File: config.mk
export PLATFORM = sky130hd
export DESIGN_NAME = vga_scanout
export DESIGN_NICKNAME = d
export VERILOG_FILES = /design/src/rtl/vga_timing_pkg.sv /design/src/rtl/vga_sync_gen.sv /design/src/rtl/vga_scanout.sv
export SDC_FILE = /design/constraint.sdc
export NUM_CORES = 1
export LEC_CHECK = 0
export BUFFER_PORTS_ARGS = -buffer_cell sky130_fd_sc_hd__buf_2
export CAP_MARGIN = 10
export CORE_MARGIN = 2
export CORE_UTILIZATION = 50
export CTS_CLUSTER_SIZE = 24
export DETAILED_ROUTE_END_ITERATION = 8
export PLACE_DENSITY = 0.81
export SLEW_MARGIN = 20
export SYNTH_ARGS = -nofsm -noshare
export SYNTH_HDL_FRONTEND = slang
export SYNTH_SLANG_ARGS = --single-unit
File: constraint.sdc
create_clock -name clk -period 1.6 [get_ports clk]
set_input_delay 0.24 -clock clk [delete_from_list [all_inputs] [get_ports clk]]
set_output_delay 0.24 -clock clk [all_outputs]
set_load 0.02 [all_outputs]
File: src/rtl/vga_timing_pkg.sv
// vga_timing_pkg: default 640x480@60 raster timing plus the counter and pipeline types
// shared by the scan-out blocks.
`timescale 1ns/1ps
package vga_timing_pkg;
  localparam int unsigned H_ACTIVE_DEF = 640;
  localparam int unsigned H_FP_DEF     = 16;
  localparam int unsigned H_SYNC_DEF   = 96;
  localparam int unsigned H_BP_DEF     = 48;
  localparam int unsigned V_ACTIVE_DEF = 480;
  localparam int unsigned V_FP_DEF     = 10;
  localparam int unsigned V_SYNC_DEF   = 2;
  localparam int unsigned V_BP_DEF     = 33;
  localparam int unsigned H_TOTAL = H_ACTIVE_DEF + H_FP_DEF + H_SYNC_DEF + H_BP_DEF;
  localparam int unsigned V_TOTAL = V_ACTIVE_DEF + V_FP_DEF + V_SYNC_DEF + V_BP_DEF;

  typedef logic [9:0] hcnt_t;
  typedef logic [9:0] vcnt_t;

  typedef struct packed {
    logic hsync_n;
    logic vsync_n;
    logic active;
    logic frame_start;
    logic in_img;
  } raster_t;

  // Idle raster: syncs deasserted (high), everything else off.
  localparam raster_t RASTER_IDLE = '{hsync_n: 1'b1, vsync_n: 1'b1, active: 1'b0,
                                      frame_start: 1'b0, in_img: 1'b0};

  function automatic int unsigned min_u(input int unsigned a, input int unsigned b);
    return (a < b) ? a : b;
  endfunction
endpackage

File: src/rtl/vga_sync_gen.sv
// vga_sync_gen: horizontal/vertical raster counters and the raw (stage 0) sync,
// active-video and frame-start strobes decoded from them.
`timescale 1ns/1ps
module vga_sync_gen
  import vga_timing_pkg::*;
#(
  parameter int unsigned H_ACTIVE = H_ACTIVE_DEF,
  parameter int unsigned H_FP     = H_FP_DEF,
  parameter int unsigned H_SYNC   = H_SYNC_DEF,
  parameter int unsigned H_BP     = H_BP_DEF,
  parameter int unsigned V_ACTIVE = V_ACTIVE_DEF,
  parameter int unsigned V_FP     = V_FP_DEF,
  parameter int unsigned V_SYNC   = V_SYNC_DEF,
  parameter int unsigned V_BP     = V_BP_DEF
) (
  input  logic  clk,
  input  logic  reset,
  output hcnt_t h_cnt,
  output vcnt_t v_cnt,
  output logic  line_end,
  output logic  frame_end,
  output logic  hsync_raw,
  output logic  vsync_raw,
  output logic  active_raw,
  output logic  frame_start_raw
);
  localparam int unsigned H_TOT  = H_ACTIVE + H_FP + H_SYNC + H_BP;
  localparam int unsigned V_TOT  = V_ACTIVE + V_FP + V_SYNC + V_BP;
  localparam int unsigned HS_BEG = H_ACTIVE + H_FP;
  localparam int unsigned HS_END = HS_BEG + H_SYNC;
  localparam int unsigned VS_BEG = V_ACTIVE + V_FP;
  localparam int unsigned VS_END = VS_BEG + V_SYNC;

  assign line_end  = (h_cnt == hcnt_t'(H_TOT - 1));
  assign frame_end = line_end && (v_cnt == vcnt_t'(V_TOT - 1));

  always_ff @(posedge clk) begin
    if (!reset) begin
      h_cnt <= '0;
      v_cnt <= '0;
    end else if (line_end) begin
      h_cnt <= '0;
      v_cnt <= frame_end ? '0 : v_cnt + vcnt_t'(1);
    end else begin
      h_cnt <= h_cnt + hcnt_t'(1);
    end
  end

  always_comb begin
    hsync_raw       = !((h_cnt >= hcnt_t'(HS_BEG)) && (h_cnt < hcnt_t'(HS_END)));
    vsync_raw       = !((v_cnt >= vcnt_t'(VS_BEG)) && (v_cnt < vcnt_t'(VS_END)));
    active_raw      = (h_cnt < hcnt_t'(H_ACTIVE)) && (v_cnt < vcnt_t'(V_ACTIVE));
    frame_start_raw = (h_cnt == '0) && (v_cnt == '0);
  end
endmodule

File: src/rtl/vga_scanout.sv
// vga_scanout: frame-buffer read master producing grayscale 640x480@60 video.
// Define VGA_SCANOUT_SCALE2_EN for 2x pixel doubling of the stored image.
`timescale 1ns/1ps
module vga_scanout
  import vga_timing_pkg::*;
#(
  parameter int unsigned H_ACTIVE = H_ACTIVE_DEF,
  parameter int unsigned H_FP     = H_FP_DEF,
  parameter int unsigned H_SYNC   = H_SYNC_DEF,
  parameter int unsigned H_BP     = H_BP_DEF,
  parameter int unsigned V_ACTIVE = V_ACTIVE_DEF,
  parameter int unsigned V_FP     = V_FP_DEF,
  parameter int unsigned V_SYNC   = V_SYNC_DEF,
  parameter int unsigned V_BP     = V_BP_DEF,
  parameter int unsigned IMG_W    = 256,
  parameter int unsigned IMG_H    = 256,
  parameter int unsigned RD_LAT   = 1,
  parameter int unsigned ADDR_W   = 32
) (
  input  logic              clk,
  input  logic              reset,
  output logic [ADDR_W-1:0] vga_pixel_addr,
  input  logic [7:0]        vga_pixel_val,
  output logic              hsync,
  output logic              vsync,
  output logic              blank_n,
  output logic              sync_n,
  output logic [7:0]        r,
  output logic [7:0]        g,
  output logic [7:0]        b,
  output logic              frame_start
);
`ifdef VGA_SCANOUT_SCALE2_EN
  localparam int unsigned SCALE_SH = 1;
`else
  localparam int unsigned SCALE_SH = 0;
`endif
  // On-screen image extent, clipped to the active area.
  localparam int unsigned SCR_W = min_u(IMG_W << SCALE_SH, H_ACTIVE);
  localparam int unsigned SCR_H = min_u(IMG_H << SCALE_SH, V_ACTIVE);
  localparam int unsigned DEPTH = RD_LAT + 1;

  hcnt_t             h_cnt;
  vcnt_t             v_cnt;
  logic              line_end, frame_end;
  logic              hsync_raw, vsync_raw, active_raw, frame_start_raw;
  logic              in_img, row_step;
  hcnt_t             col;
  logic [ADDR_W-1:0] row_base;
  raster_t           raw;
  raster_t           pipe [DEPTH];
  logic [7:0]        pix;

  vga_sync_gen #(
    .H_ACTIVE(H_ACTIVE), .H_FP(H_FP), .H_SYNC(H_SYNC), .H_BP(H_BP),
    .V_ACTIVE(V_ACTIVE), .V_FP(V_FP), .V_SYNC(V_SYNC), .V_BP(V_BP)
  ) u_sync (
    .clk            (clk),
    .reset          (reset),
    .h_cnt          (h_cnt),
    .v_cnt          (v_cnt),
    .line_end       (line_end),
    .frame_end      (frame_end),
    .hsync_raw      (hsync_raw),
    .vsync_raw      (vsync_raw),
    .active_raw     (active_raw),
    .frame_start_raw(frame_start_raw)
  );

  always_comb begin
    in_img          = (h_cnt < hcnt_t'(SCR_W)) && (v_cnt < vcnt_t'(SCR_H));
    col             = h_cnt >> SCALE_SH;
    row_step        = (SCALE_SH == 0) || v_cnt[0];
    raw             = RASTER_IDLE;
    raw.hsync_n     = hsync_raw;
    raw.vsync_n     = vsync_raw;
    raw.active      = active_raw;
    raw.frame_start = frame_start_raw;
    raw.in_img      = in_img;
  end

  // row_base tracks v*IMG_W (or (v>>1)*IMG_W) so the address needs only an adder.
  always_ff @(posedge clk) begin
    if (!reset) begin
      row_base <= '0;
    end else if (line_end) begin
      if (frame_end)     row_base <= '0;
      else if (row_step) row_base <= row_base + ADDR_W'(IMG_W);
    end
  end

  always_ff @(posedge clk) begin
    if (!reset) vga_pixel_addr <= '0;
    else        vga_pixel_addr <= in_img ? row_base + ADDR_W'(col) : '0;
  end

  // Control strobes ride alongside the fetch so they meet the returning data.
  always_ff @(posedge clk) begin
    if (!reset) begin
      for (int unsigned i = 0; i < DEPTH; i++) pipe[i] <= RASTER_IDLE;
    end else begin
      pipe[0] <= raw;
      for (int unsigned i = 1; i < DEPTH; i++) pipe[i] <= pipe[i-1];
    end
  end

  always_ff @(posedge clk) begin
    if (!reset) begin
      hsync       <= 1'b1;
      vsync       <= 1'b1;
      blank_n     <= 1'b0;
      frame_start <= 1'b0;
      pix         <= '0;
    end else begin
      hsync       <= pipe[DEPTH-1].hsync_n;
      vsync       <= pipe[DEPTH-1].vsync_n;
      blank_n     <= pipe[DEPTH-1].active;
      frame_start <= pipe[DEPTH-1].frame_start;
      pix         <= (pipe[DEPTH-1].active && pipe[DEPTH-1].in_img) ? vga_pixel_val : '0;
    end
  end

  assign r      = pix;
  assign g      = pix;
  assign b      = pix;
  assign sync_n = 1'b0;
endmodule

### Word-level counts from Yosys, hierarchy flattened

Memories as Yosys holds them, arrays and structs flattened.
Index checks and enable logic that the tools add are counted.

* flip-flop bits (word level): 96
* RAM bits: 10
* output and inout bits: 61
* word-level logic and storage cells: 47
* memories: 1

Memories
* pipe: words 2, bits a word 5, rd ports 2, clocked after memory_dff 0, write ports 2, line vga_scanout.sv:51 `raster_t pipe [DEPTH];`

* $add $sub $neg: 4
* order comparisons: 8
* equal/unequal tests: 2
* muxes and demuxes: 6
* bitwise operators: 3
* reduce and logical (&&, ||, !) cells: 14

Operators by type and width (number)
* less-than comparator 10 x 9 -> 1 bit (second input constant): 4
* adder 32 x 10 -> 32 bit: 1
* adder 32 x 9 -> 32 bit (second input constant): 1
* two-way mux 32 bit: 1
* adder 10 x 1 -> 10 bit (second input constant): 2
* equality test 10 bit (second input constant): 2
* zero test 10 bit: 2
* less-than comparator 10 bit (second input constant): 2
* greater-or-equal comparator 10 bit (second input constant): 1
* greater-or-equal comparator 10 x 9 -> 1 bit (second input constant): 1
* two-way mux 10 bit: 1
* two-way mux 5 bit: 2
* logical AND 1 bit: 7
* AND reduction 2 bit: 2
* zero test 1 bit: 2
* two-way mux 1 bit: 2
* OR 1 bit: 2
* OR reduction 2 bit: 1
* NOT 1 bit: 1

### Longest topological paths before layout

* word-level depth: 4
* gate-level depth with buffers: 7

### Cells and area by module

From an unflattened synthesis, not the netlist that was laid out.

* cells, all modules: 469
* area, all modules: 4266.6 um2

Modules (own cells, without submodules)
* vga_scanout: times used 1, cells each 339, area each 3164.3 um2
* vga_sync_gen: times used 1, cells each 130, area each 1102.3 um2

### Least setup slack after synthesis

No wires, ideal clock.

* path type: register -> register
* start point: reg u_sync.h_cnt[9]
* end point: reg vga_pixel_addr[25]
* library setup time: 0.070 ns
* data arrival time: 1.658 ns
* path slack: -0.128 ns
* cell stages (with the launch flop): 6
* path buffers: 0
* clock period less this slack: 1.728 ns
* cell sequence: dfxtp_1 > ha_1 > a21o_1 > nand4_1 > or4_1 > a21oi_1

* word-level cells in the longest chain between the ends: 3
* elaborated cells on any way between the ends: 4
* classes of those cells: add/sub: 1; order compare: 1; reduce/logical: 2

RTL lines
* start: declaration: line vga_sync_gen.sv:18 `output hcnt_t h_cnt,`
* start signal: assignment: line vga_sync_gen.sv:45 `h_cnt <= h_cnt + hcnt_t'(1);`
* parallel branches: the longest is 3 deep, another holds adder 32 x 10 -> 32 bit
* end signal: assignment: line vga_scanout.sv:94 `else vga_pixel_addr <= in_img ? row_base + ADDR_W'(col) : '0;`
* end: declaration: line vga_scanout.sv:22 `output logic [ADDR_W-1:0] vga_pixel_addr,`

Several ways; the timed one is not identified.
A chain may end at the register's enable or synchronous reset.

### Worst setup path after layout

* start point: reg row_base[11]
* end point: reg row_base[25]

* word-level cells in the longest chain between the ends: 2

RTL lines
* start: declaration: line vga_scanout.sv:49 `logic [ADDR_W-1:0] row_base;`
* start signal: assignment: line vga_scanout.sv:88 `else if (row_step) row_base <= row_base + ADDR_W'(IMG_W);`
* adder 32 x 9 -> 32 bit: line vga_scanout.sv:88
* two-way mux 32 bit: line vga_scanout.sv:87 `if (frame_end) row_base <= '0;`

Every way passes these cells.

==> flow_summary_export.csv <==
group,metric,value,unit
outcome,status,"finished with violations",
outcome,violations,"negative setup slack",
setup_path,arrival,2.13,ns
synth,ys_seq_elements,98,
timing,finalCritPeriodShare,1.180,
timing,setup_viol,43,
synth,ys_async_sr_fraction,0,
drt,ant_nets,0,
setup_path,critPathLaunchType,"flop",
power,cellPowerDensity,691.8,mW/mm^2
power,switching_power,1.129,mW
layout,stdcell_count,730,
global_routing,globalRouteOverflowTotal,0,
setup_path,regToRegEndpoint,"row_base[25]",
drt,wl_per_cell,21.59,um
synth,synth_flop_cell,"dfxtp_1",
setup_path,crit_buf_inv,1,
drt,viasPerCell,6.310,
power,power_leakage,2.515,nW
timing,drv_slew,0,
die,die_h,96.70,um
die,core-area,0.008258,sq mm
worst_hold_path,min_path_cells,2,
power,p_seq_frac,0.579,
timing,fmax,529.5,MHz
clocking,clockBufferDepth,2,
worst_hold_path,hold_class,"in2reg",
timing,slew_headroom,0.6202,
setup_path,crit_type,"reg2reg",
clocking,cts_tree,"built",
drt,via_count,4606,
layout,area_delta_synth_final,43.59,%
power,p_int,3.139,mW
synth,synthDistinctLibCells,50,
power,vdd_drop_max,0.4407,mV
synth,synth.avg_cell_area,9.280,sq um
drt,wl,15.76,mm
power,sw_frac_of_total,0.2646,
setup_path,regToRegStartpoint,"row_base[11]",
timing,rsz0062_at_grt,"yes",
global_routing,grt_util_all_layers,0.2530,
die,io_pins,71,
drt,dr.pass1.iters,5,
setup_path,path_depth,5,
setup_path,critPathSlowestCell,"dfxtp_1",
power,combPwrFrac,0.046,
power,totalPowerFinal,4.268,mW
synth,ys_seq_area_frac,0.4566,
timing,fin_crit,1.889,ns
setup_path,end_kind,"flop",
layout,final_layout_size_suffix_gt1_frac,0.4976,
global_routing,grt_first_pass_wirelength,19.48,mm
setup_path,cpLargestDelayFamily,"compound AO/OA/AOI/OAI gates",
die,die_width,96.70,um
clocking,clk-insertion-delay-late,0.39,ns
clocking,clk_pin_slew,0.12,ns
layout,nets,637,
placed_design,io_buffers,69,
setup_path,slowest_delay,0.48,ns
timing,fin_skew,0.02210,ns
setup_path,r2r_cells,5,
clocking,numCtsBuffers,9,
worst_hold_path,worstHoldStart,"vga_pixel_val[3]",
clocking,h-tree-depth,3,
die,start_util,0.5203,
setup_path,crit_start,"row_base[11]",
setup_path,crit_fanout,6,
synth,synthCells,463,
placed_design,gp_congestion,0.8844,
synth,yosys_warnings,0,
clocking,clock_sinks,98,
layout,n_antenna_cell,0,
drt,first_iter_violations,604,
placed_design,placedCellCount,682,
placed_design,dp_hpwl,7.428,mm
die,rows,33,
job,drv_cap,0,
global_routing,antenna_found_initial,0,
setup_path,crit_chain,"and4_2 -> nand4_4 -> buf_4 -> o41ai_2 -> a21oi_2",
layout,fillers,470,
synth,syn-num-nets,480,
global_routing,grt_max_degree,25,
die,die_area,0.009351,sq mm
timing,hold_viol_final,0,
synth,syn_area,0.004297,sq mm
synth,synth_edf_count,0,
global_routing,grt_pass1_vias,3972,
setup_path,ff2ff_setup_slack,-0.29,ns
drt,drc,0,
clocking,cts_root_buf,"clkbuf_8",
setup_path,required,1.85,ns
worst_hold_path,whs_endpoint,"b[3]",
timing,worst_slack,-0.2886,ns
power,clock_power_share,0.375,
timing,worst_slew_pin_slew,0.5644,ns
cell usage in the layout (no fill, tap or decap), types with 9 or more instances in the layout:
cell type	synthesis	routed
dfxtp_1	98	81
or3_4	0	9
xor2_1	12	12
nor2_1	33	33
a21oi_2	0	21
o31ai_1	17	9
buf_6	4	15
and3_1	11	9
or4_1	18	10
nand4_1	14	14
dfxtp_2	0	15
nand3_1	20	14
clkbuf_8	0	9
and2_1	26	24
nand2_1	22	19
buf_4	26	98
a21oi_1	32	11
o21ai_0	17	13
xnor2_1	14	13
buf_2	11	69
power by group through the flow:
stage	Clock [mW]	Combinational, mW	Sequential (mW)
6_report	1.60	0.198	2.47
3_3_place_gp	0	0.141	2.53
2_1_floorplan	0	0.0791	2.54
3_5_place_dp	0	0.145	2.53
5_1_grt	1.68	0.207	2.47
4_1_cts	1.55	0.154	2.47
flip-flops by register name, summed over array words and instances (netlist names):
signal,count
frame_start,1
vga_pixel_addr,32
hsync,1
pipe,10
vsync,1
blank_n,1
b,8
u_sync.h_cnt,10
row_base,24
u_sync.v_cnt,10
area by class of cell:
cell class | count | area [sq um] | area share
repair buffers | 186 | 1335 | 0.2164
multi-input cells | 316 | 2494 | 0.4042
well taps | 105 | 131.4 | 0.02129
clock inverters | 7 | 60.06 | 0.009734
inverters | 9 | 37.54 | 0.006084
clock buffers | 9 | 123.9 | 0.02008
flip-flops and latches | 98 | 1988 | 0.3222
cells in the mapped netlist (all sizes together) (3+ instances only):
cell type | n | area share
dfxtp | 98 | 0.46
buf | 41 | 0.069
nor2 | 33 | 0.029
a21oi | 32 | 0.037
and2 | 26 | 0.038
nand2 | 22 | 0.019
nand3 | 21 | 0.027
o21ai | 18 | 0.021
or4 | 18 | 0.031
o31ai | 17 | 0.030
nand4 | 16 | 0.028
or3 | 15 | 0.022
xnor2 | 14 | 0.029
xor2 | 12 | 0.024
and3 | 11 | 0.016
inv | 8 | 0.0070
ha | 7 | 0.020
nor4 | 7 | 0.012
and4 | 5 | 0.011
nand2b | 5 | 0.0073
nor3 | 5 | 0.0070
nor2b | 3 | 0.0044
o21a | 3 | 0.0052
routing by layer:
layer,GRT usage,share of wire,vias up
met4,0.1224,0.078,0
met2,0.4354,0.47,363
li1,-,-,1954
met3,0.04263,0.084,131
met5,0,0,-
met1,0.3061,0.37,2158
worst reg2reg max path, delay by kind of cell (launching register included):
kind | cells | cell delay, ns
buffers and inverters | 1 | 0.19
AOI/OAI and AO/OA | 2 | 0.58
DFF | 1 | 0.48
and+or+nand+nor | 2 | 0.50
through the flow:
step	utilization	setup WS (ns)	cell area (sq um)	TNS, ns	hold slack (ns)
2_1_floorplan	-	-0.07913	4344	-0.07913	0.3617
3_3_place_gp	0.6259	-0.07689	5169	-0.9324	0.3892
3_5_place_dp	0.6259	-0.1676	5169	-3.033	0.3949
4_1_cts	0.6812	-0.05166	5625	-0.2988	0.05014
5_1_grt	0.7471	-0.3475	6170	-6.738	0.04882
6_report	0.7471	-0.2886	6170	-4.360	0.04337
cells by family after synthesis:
kind of cell,Yosys count,synth area share
and+or+nand+nor,199,0.2778
xor gates and xnor gates,26,0.05300
DFF,98,0.4566
other,1,0.0008728
buffers and inverters,52,0.07833
muxes,2,0.004659
AOI/OAI and AO/OA,78,0.1083
adders and majority gates,7,0.02038
worst max-delay path by stage:
stage                              end  slack (ns)
CTS                       row_base[20]       -0.05
global route              row_base[25]       -0.35
floorplan           vga_pixel_addr[25]       -0.08
global placement          row_base[26]       -0.08
finish                    row_base[25]       -0.29
detailed placement        row_base[28]       -0.17
timing repair:
action / CTS / global route
setup buffers: 8 / 21
hold buffers: 0 / 0
pin swaps: 18 / 32
cloned: 3 / 2
endpoints found under the setup margin: 43 / 52
gates resized for setup: 45 / 89
Power figures use the tool's default switching activity.
